===== config.mk =====
export PLATFORM = sky130hd
export DESIGN_NAME = egd_sched_flat
export DESIGN_NICKNAME = d
export VERILOG_FILES = /design/src/rtl/egd_pkg.sv /design/src/rtl/egd_sched_if.sv /design/src/rtl/egd_rr_arb.sv /design/src/rtl/egd_sched.sv /design/src/flat_wrapper.sv
export SDC_FILE = /design/constraint.sdc
export NUM_CORES = 1
export LEC_CHECK = 0
export ABC_AREA = 1
export CORE_ASPECT_RATIO = 1.2
export CORE_MARGIN = 10
export CORE_UTILIZATION = 47
export CTS_BUF_LIST = sky130_fd_sc_hd__clkbuf_4 sky130_fd_sc_hd__clkbuf_8
export CTS_CLUSTER_SIZE = 12
export DETAILED_ROUTE_END_ITERATION = 10
export DONT_BUFFER_PORTS = 1
export PLACE_DENSITY = 0.64
export SYNTH_ARGS = -nofsm -noshare
export SYNTH_HDL_FRONTEND = slang
export SYNTH_SLANG_ARGS = --single-unit

===== constraint.sdc =====
create_clock -name clk -period 4.75 [get_ports clk]
set_input_delay 0.475 -clock clk [delete_from_list [all_inputs] [get_ports clk]]
set_output_delay 0.475 -clock clk [all_outputs]
set_load 0.005 [all_outputs]

===== src/rtl/egd_pkg.sv =====
// egd_pkg -- shared types and constants for the exp-Golomb decode scheduler.
//   state_t   : scheduler FSM states
//   eg_sel_t  : exp_golomb_sel decoder mode encodings
//   WORD_BITS_DFLT, LEVEL_W, LEVEL_MAX : bit-buffer sizing
package egd_pkg;
   localparam int NUM_REQ        = 2;
   localparam int SEL_W          = 2;
   localparam int WORD_BITS_DFLT = 16;
   localparam int LEVEL_W        = 6;
   localparam int LEVEL_MAX      = 32;

   typedef enum logic [2:0] {
      S_IDLE  = 3'd0,
      S_ISSUE = 3'd1,
      S_WAIT  = 3'd2,
      S_RESP  = 3'd3,
      S_FILL  = 3'd4
   } state_t;

   typedef enum logic [SEL_W-1:0] {
      EG_UE = 2'd0,  // unsigned
      EG_SE = 2'd1,  // signed
      EG_TE = 2'd2,  // truncated
      EG_K1 = 2'd3   // order-1
   } eg_sel_t;
endpackage


===== src/rtl/egd_sched_if.sv =====
// egd_sched_if -- bundles requester, response, decoder and refill signals.
//   slave  : scheduler side (drives req_ready, rsp_*, dec_start/sel, fill_req)
//   master : environment side (requesters, decoder, bitstream loader)
interface egd_sched_if;
   import egd_pkg::*;
   logic [NUM_REQ-1:0]       req_valid;
   logic [NUM_REQ*SEL_W-1:0] req_sel;
   logic [NUM_REQ-1:0]       req_ready;
   logic                     rsp_valid;
   logic                     rsp_id;
   logic [7:0]               rsp_data;
   logic                     rsp_err;
   logic                     rsp_ready;
   logic                     dec_start;
   logic [SEL_W-1:0]         dec_sel;
   logic                     dec_done;
   logic [7:0]               dec_data;
   logic [4:0]               dec_len;
   logic                     fill_req;
   logic                     fill_ack;

   modport slave (
      input  req_valid, req_sel, rsp_ready, dec_done, dec_data, dec_len, fill_ack,
      output req_ready, rsp_valid, rsp_id, rsp_data, rsp_err, dec_start, dec_sel, fill_req
   );
   modport master (
      output req_valid, req_sel, rsp_ready, dec_done, dec_data, dec_len, fill_ack,
      input  req_ready, rsp_valid, rsp_id, rsp_data, rsp_err, dec_start, dec_sel, fill_req
   );
endinterface


===== src/rtl/egd_rr_arb.sv =====
// egd_rr_arb -- two-requester round-robin arbiter.
//   clk, reset : clock, async active-high reset
//   req        : per-requester valid
//   en         : grant allowed this cycle
//   gnt        : one-hot grant (doubles as req_ready)
//   gnt_id     : index of the winner
// A lone requester wins regardless of the pointer; the pointer moves past
// the winner whenever a grant is issued (grant implies a valid request, so
// every grant is an accepted handshake).
module egd_rr_arb
   import egd_pkg::*;
(
   input  logic               clk,
   input  logic               reset,
   input  logic [NUM_REQ-1:0] req,
   input  logic               en,
   output logic [NUM_REQ-1:0] gnt,
   output logic               gnt_id
);
   logic ptr;

   always_comb begin
      gnt_id = ptr;
      if (req == 2'b01)      gnt_id = 1'b0;
      else if (req == 2'b10) gnt_id = 1'b1;
      gnt = '0;
      if (en && (|req)) gnt[gnt_id] = 1'b1;
   end

   always_ff @(posedge clk or posedge reset) begin
      if (reset)       ptr <= 1'b0;
      else if (|gnt)   ptr <= ~gnt_id;
   end
endmodule


===== src/rtl/egd_sched.sv =====
// egd_sched -- schedules two requesters onto one exp-Golomb decoder and keeps
// the decoder's bit buffer topped up.
//   clk, reset : clock, async active-high reset
//   bus        : egd_sched_if.slave (requests, response, decoder, refill)
// Buffer refill has priority over any request whenever fewer than WORD_BITS
// bits are buffered, so a decode can never run short of bits.
// Optional: EGD_SCHED_TIMEOUT_EN bounds the dec_done wait to TIMEOUT cycles;
// on expiry a response with rsp_err=1 and rsp_data=0 is returned.
module egd_sched
   import egd_pkg::*;
#(
   parameter int TIMEOUT   = 15,
   parameter int WORD_BITS = WORD_BITS_DFLT
)(
   input  logic        clk,
   input  logic        reset,
   egd_sched_if.slave  bus
);
   localparam logic [LEVEL_W-1:0] WB_L   = LEVEL_W'(WORD_BITS);
   localparam logic [4:0]         WB_LEN = 5'(WORD_BITS);
   localparam logic [LEVEL_W:0]   LMAX   = (LEVEL_W+1)'(LEVEL_MAX);

   state_t             state;
   logic [LEVEL_W-1:0] level;
   eg_sel_t            sel_q;
   logic               id_q;
   logic [7:0]         data_q;
   logic               rsp_valid_q;
   logic               dec_start_q;
   logic               fill_req_q;
   logic [NUM_REQ-1:0] gnt;
   logic               gnt_id;
   logic               fire;
   logic [4:0]         len_c;
   logic [LEVEL_W:0]   fill_sum;

   egd_rr_arb u_arb (
      .clk    (clk),
      .reset  (reset),
      .req    (bus.req_valid),
      .en     ((state == S_IDLE) && (level >= WB_L)),
      .gnt    (gnt),
      .gnt_id (gnt_id)
   );

   assign fire = |(gnt & bus.req_valid);
   // Out-of-range lengths are treated as a full word consumed.
   assign len_c    = ((bus.dec_len == 5'd0) || (bus.dec_len > WB_LEN)) ? WB_LEN : bus.dec_len;
   assign fill_sum = {1'b0, level} + {1'b0, WB_L};

`ifdef EGD_SCHED_TIMEOUT_EN
   localparam int TMO_W = (TIMEOUT > 1) ? $clog2(TIMEOUT) : 1;
   logic [TMO_W-1:0] wait_cnt;
   logic             err_q;
`endif

   always_ff @(posedge clk or posedge reset) begin
      if (reset) begin
         state       <= S_IDLE;
         level       <= '0;
         sel_q       <= EG_UE;
         id_q        <= 1'b0;
         data_q      <= '0;
         rsp_valid_q <= 1'b0;
         dec_start_q <= 1'b0;
         fill_req_q  <= 1'b0;
`ifdef EGD_SCHED_TIMEOUT_EN
         wait_cnt    <= '0;
         err_q       <= 1'b0;
`endif
      end else begin
         case (state)
            S_IDLE: begin
               if (level < WB_L) begin
                  fill_req_q <= 1'b1;
                  state      <= S_FILL;
               end else if (fire) begin
                  sel_q       <= eg_sel_t'(gnt_id ? bus.req_sel[3:2] : bus.req_sel[1:0]);
                  id_q        <= gnt_id;
                  dec_start_q <= 1'b1;
                  state       <= S_ISSUE;
               end
            end
            S_ISSUE: begin
               dec_start_q <= 1'b0;
`ifdef EGD_SCHED_TIMEOUT_EN
               wait_cnt    <= '0;
`endif
               state       <= S_WAIT;
            end
            S_WAIT: begin
               if (bus.dec_done) begin
                  data_q      <= bus.dec_data;
                  level       <= level - LEVEL_W'(len_c);
                  rsp_valid_q <= 1'b1;
`ifdef EGD_SCHED_TIMEOUT_EN
                  err_q       <= 1'b0;
`endif
                  state       <= S_RESP;
               end
`ifdef EGD_SCHED_TIMEOUT_EN
               else if (wait_cnt == TMO_W'(TIMEOUT - 1)) begin
                  // Give up on the decoder; buffered bits are left untouched.
                  data_q      <= '0;
                  err_q       <= 1'b1;
                  rsp_valid_q <= 1'b1;
                  state       <= S_RESP;
               end else begin
                  wait_cnt <= wait_cnt + 1'b1;
               end
`endif
            end
            S_RESP: begin
               if (bus.rsp_ready) begin
                  rsp_valid_q <= 1'b0;
                  state       <= S_IDLE;
               end
            end
            S_FILL: begin
               if (bus.fill_ack) begin
                  level      <= (fill_sum > LMAX) ? LMAX[LEVEL_W-1:0] : fill_sum[LEVEL_W-1:0];
                  fill_req_q <= 1'b0;
                  state      <= S_IDLE;
               end
            end
            default: state <= S_IDLE;
         endcase
      end
   end

   assign bus.req_ready = gnt;
   assign bus.rsp_valid = rsp_valid_q;
   assign bus.rsp_id    = id_q;
   assign bus.rsp_data  = data_q;
   assign bus.dec_start = dec_start_q;
   assign bus.dec_sel   = sel_q;
   assign bus.fill_req  = fill_req_q;
`ifdef EGD_SCHED_TIMEOUT_EN
   assign bus.rsp_err   = err_q;
`else
   assign bus.rsp_err   = 1'b0;
`endif
endmodule


===== src/flat_wrapper.sv =====
// flat-port wrapper written by rule: the top's interface ports become plain ports
module egd_sched_flat import egd_pkg::*;
#(
   parameter int TIMEOUT   = 15,
   parameter int WORD_BITS = WORD_BITS_DFLT
)
  (clk, reset, bus_req_valid, bus_req_sel, bus_rsp_ready, bus_dec_done, bus_dec_data, bus_dec_len, bus_fill_ack, bus_req_ready, bus_rsp_valid, bus_rsp_id, bus_rsp_data, bus_rsp_err, bus_dec_start, bus_dec_sel, bus_fill_req);
  egd_sched_if bus_i ();
  input  logic clk;
  input  logic reset;
  input wire logic [$bits(bus_i.req_valid)-1:0] bus_req_valid;
  input wire logic [$bits(bus_i.req_sel)-1:0] bus_req_sel;
  input wire logic [$bits(bus_i.rsp_ready)-1:0] bus_rsp_ready;
  input wire logic [$bits(bus_i.dec_done)-1:0] bus_dec_done;
  input wire logic [$bits(bus_i.dec_data)-1:0] bus_dec_data;
  input wire logic [$bits(bus_i.dec_len)-1:0] bus_dec_len;
  input wire logic [$bits(bus_i.fill_ack)-1:0] bus_fill_ack;
  output wire logic [$bits(bus_i.req_ready)-1:0] bus_req_ready;
  output wire logic [$bits(bus_i.rsp_valid)-1:0] bus_rsp_valid;
  output wire logic [$bits(bus_i.rsp_id)-1:0] bus_rsp_id;
  output wire logic [$bits(bus_i.rsp_data)-1:0] bus_rsp_data;
  output wire logic [$bits(bus_i.rsp_err)-1:0] bus_rsp_err;
  output wire logic [$bits(bus_i.dec_start)-1:0] bus_dec_start;
  output wire logic [$bits(bus_i.dec_sel)-1:0] bus_dec_sel;
  output wire logic [$bits(bus_i.fill_req)-1:0] bus_fill_req;
  assign bus_i.req_valid = bus_req_valid;
  assign bus_i.req_sel = bus_req_sel;
  assign bus_i.rsp_ready = bus_rsp_ready;
  assign bus_i.dec_done = bus_dec_done;
  assign bus_i.dec_data = bus_dec_data;
  assign bus_i.dec_len = bus_dec_len;
  assign bus_i.fill_ack = bus_fill_ack;
  assign bus_req_ready = bus_i.req_ready;
  assign bus_rsp_valid = bus_i.rsp_valid;
  assign bus_rsp_id = bus_i.rsp_id;
  assign bus_rsp_data = bus_i.rsp_data;
  assign bus_rsp_err = bus_i.rsp_err;
  assign bus_dec_start = bus_i.dec_start;
  assign bus_dec_sel = bus_i.dec_sel;
  assign bus_fill_req = bus_i.fill_req;
  egd_sched #(.TIMEOUT(TIMEOUT), .WORD_BITS(WORD_BITS)) u_core (.clk(clk), .reset(reset), .bus(bus_i));
endmodule

==> out/results.txt <==
die width = 71.0 um
final net count = 206
max_cap viols = 0
Final period util = 48.4%
Worst Path Required = 4.95 ns
total grt overflow = 0
CTS max path bufs = 2
crit end category = flop
setup bufs post-CTS = 0
vias in the first global route = 1117
CTS resizes = 0
Buffers on Ports = 0
hold crit path type = in -> async
worst hold slack = 0.219 ns
RePlAce Congestion = 0.854
top cells by count, synth = nand2_1 (50), dfrtp_1 (24), inv_1 (18)
top_reg_cell synth = dfrtp_1
Max Clk Rate = 435 MHz
skew final = 0.00989 ns
Seq cells post-synth = 24
register area share after synthesis = 41.0%
Net Sw Frac = 43.3%
worst skew pair latency = 0.31 ns
layout cells sized above 1 = 17.8%
vias post-DR = 1057
relative max-transition margin = 41.2%
status = complete, no violations
Setup Crit Path Kind = in -> reg
pin count of the biggest net entering global routing = 25
Ys Warns = 0
post-route ant nets = 0
Worst Tran Pin Value = 0.881 ns
clk slew on worst S/H paths = 0.13 ns
Final setup viols = 0
syn_nets = 203
CTS H-tree lvls = 1
Cell Area, Synth = 0.00147 mm^2
Avg Synthesized Cell Area = 8.53 um^2
RSZ-0062 raised after global routing = false
gr usage total = 10.3%
initial antenna violation count = 0
largest cells by area after synthesis = dfrtp_1 (41%), nand2_1 (13%), mux2_4 (6.1%)
global-route wire length before repair = 4.98 mm
sw power = 0.443 mW
Unique masters post-synth = 31
Yosys top cell area share = 41.0%
Clock Tree Root = clkbuf_4
# fillers = 303
drt first pass iters = 4
die height = 81.2 um
final worst path period need = 2.30 ns
Fin. Hold Viols = 0
Post-synth EDFFs = 0
CTS tree = built
startpoint type of the worst setup path = primary input
dpl ws = 2.12 ns
cell internal pwr = 0.579 mW
die area = 0.00576 mm^2
DRC Markers = 0
Comb power frac = 50.0%
power density over the cells = 669 mW/mm^2
Post-Syn Instances = 172
power share of the clock group = 10.2%
Num CTS Buffers = 3
total core area = 0.00303 mm^2
cts hold-fix bufs = 0
WL per Instance = 13.9 um
Final Max Tran Viols = 0
Leak = 0.820 nW
sequential share of power = 39.7%
Iteration-0 DRC Markers = 29
DP HPWL = 2.40 mm
Initial Utilization = 48.4%
Synth async-reset ratio = 100%
cell with the most instances after synthesis = nand2_1
# diodes = 0
Boundary Pins = 41
Post-Route Setup TNS = 0 ns
Core Rows = 22
fin util = 50.5%
post-route setup slack = 2.45 ns
peak supply drop = 0.000328 V
Area growth, synth to finish = 4.27%
Arr. time, crit path = 2.50 ns
vias per cell = 5.03
Num Clock Sinks = 24
Yosys top cell by area = dfrtp_1
WL final = 2.92 mm
Max FO, Critical Path = 3
## flip-flops by register name, summed over array words and instances (netlist names)
register / count
u_core.bus.rsp_id: 1
u_core.bus.rsp_data: 8
u_core.level: 6
u_core.bus.dec_sel: 2
u_core.state: 3
u_core.bus.dec_start: 1
u_core.bus.fill_req: 1
u_core.bus.rsp_valid: 1
u_core.u_arb.ptr: 1
## power by group through the flow
| stage | logic (mW) | registers (mW) | clock network, mW |
|---|---|---|---|
| 2_1_floorplan | 0.447 | 0.384 | 0 |
| 3_3_place_gp | 0.503 | 0.413 | 0 |
| 3_5_place_dp | 0.518 | 0.414 | 0 |
| 4_1_cts | 0.520 | 0.411 | 0.110 |
| 5_1_grt | 0.593 | 0.423 | 0.120 |
| 6_report | 0.511 | 0.406 | 0.105 |
## placed cells by master (no fill, tap or decap), types with 2 or more instances in the layout
master	count
nor3_1	3
a21oi_1	3
nand3_1	13
o21ai_0	4
clkbuf_4	3
nand2_1	50
ha_1	6
inv_2	3
mux2_2	2
mux2_4	6
dfrtp_1	24
or2_2	2
nand2_4	2
o21ai_1	4
nand2_2	2
nor2_1	10
nand4_1	3
nor2_4	4
inv_1	18
## metal layers
layer | routed length (um) | GRT usage [%] | up-vias
li1 | - | - | 557
met1 | 1170 | 10.9 | 479
met2 | 1550 | 18.9 | 19
met3 | 179 | 2.80 | 2
met4 | 17 | 4.07 | 0
met5 | 0 | 0 | -
## through the flow
stage	std cells	instance area [um^2]	power, mW
2_1_floorplan	172	1470	0.831
3_3_place_gp	206	1490	0.916
3_5_place_dp	206	1490	0.932
4_1_cts	210	1530	1.04
5_1_grt	210	1530	1.14
6_report	210	1530	1.02
## layout make-up
cell class              count  area, um^2  area share (%)
clock buffers               4        36.3            2.37
inverters                  22        85.1            5.56
multi-input cells         124         762            49.8
flip-flops and latches     24         601            39.3
well taps                  36        45.0            2.95
## logic make-up (layout without fill, tap and decap cells)
logic type	count (synthesis)	count (layout)	synth area share [%]
AOI/OAI and AO/OA	15	15	6.83
and+or+nand+nor	93	93	30.7
buffers and inverters	24	26	7.08
muxes	8	8	7.68
adders and majority gates	7	7	6.48
DFF	24	24	41.0
other	1	1	0.256
## final timing paths
path                                       from                     end  slack [ns]  depth (start not counted)
max reg2reg                     u_core.level[0]         u_core.level[2]        3.10                          7
max in group asynchronous                 reset         u_core.level[0]        3.98                          1
max                              bus_dec_len[1]         u_core.level[2]        2.45                          9
min reg2reg                u_core.bus.dec_start    u_core.bus.dec_start        0.52                          2
min                                       reset  u_core.bus.rsp_data[0]        0.22                          1
min in group clk                 bus_req_sel[1]   u_core.bus.dec_sel[1]        0.29                          2
## critical path, cell delays in order
cell and delay [ns]:
or4_1 0.52, ha_1 0.30, nor2_1 0.12, ha_1 0.15
inv_1 0.07, fa_1 0.43, or2_2 0.29, nand3_1 0.08
o21ai_1 0.08
Power figures use the tool's default switching activity.
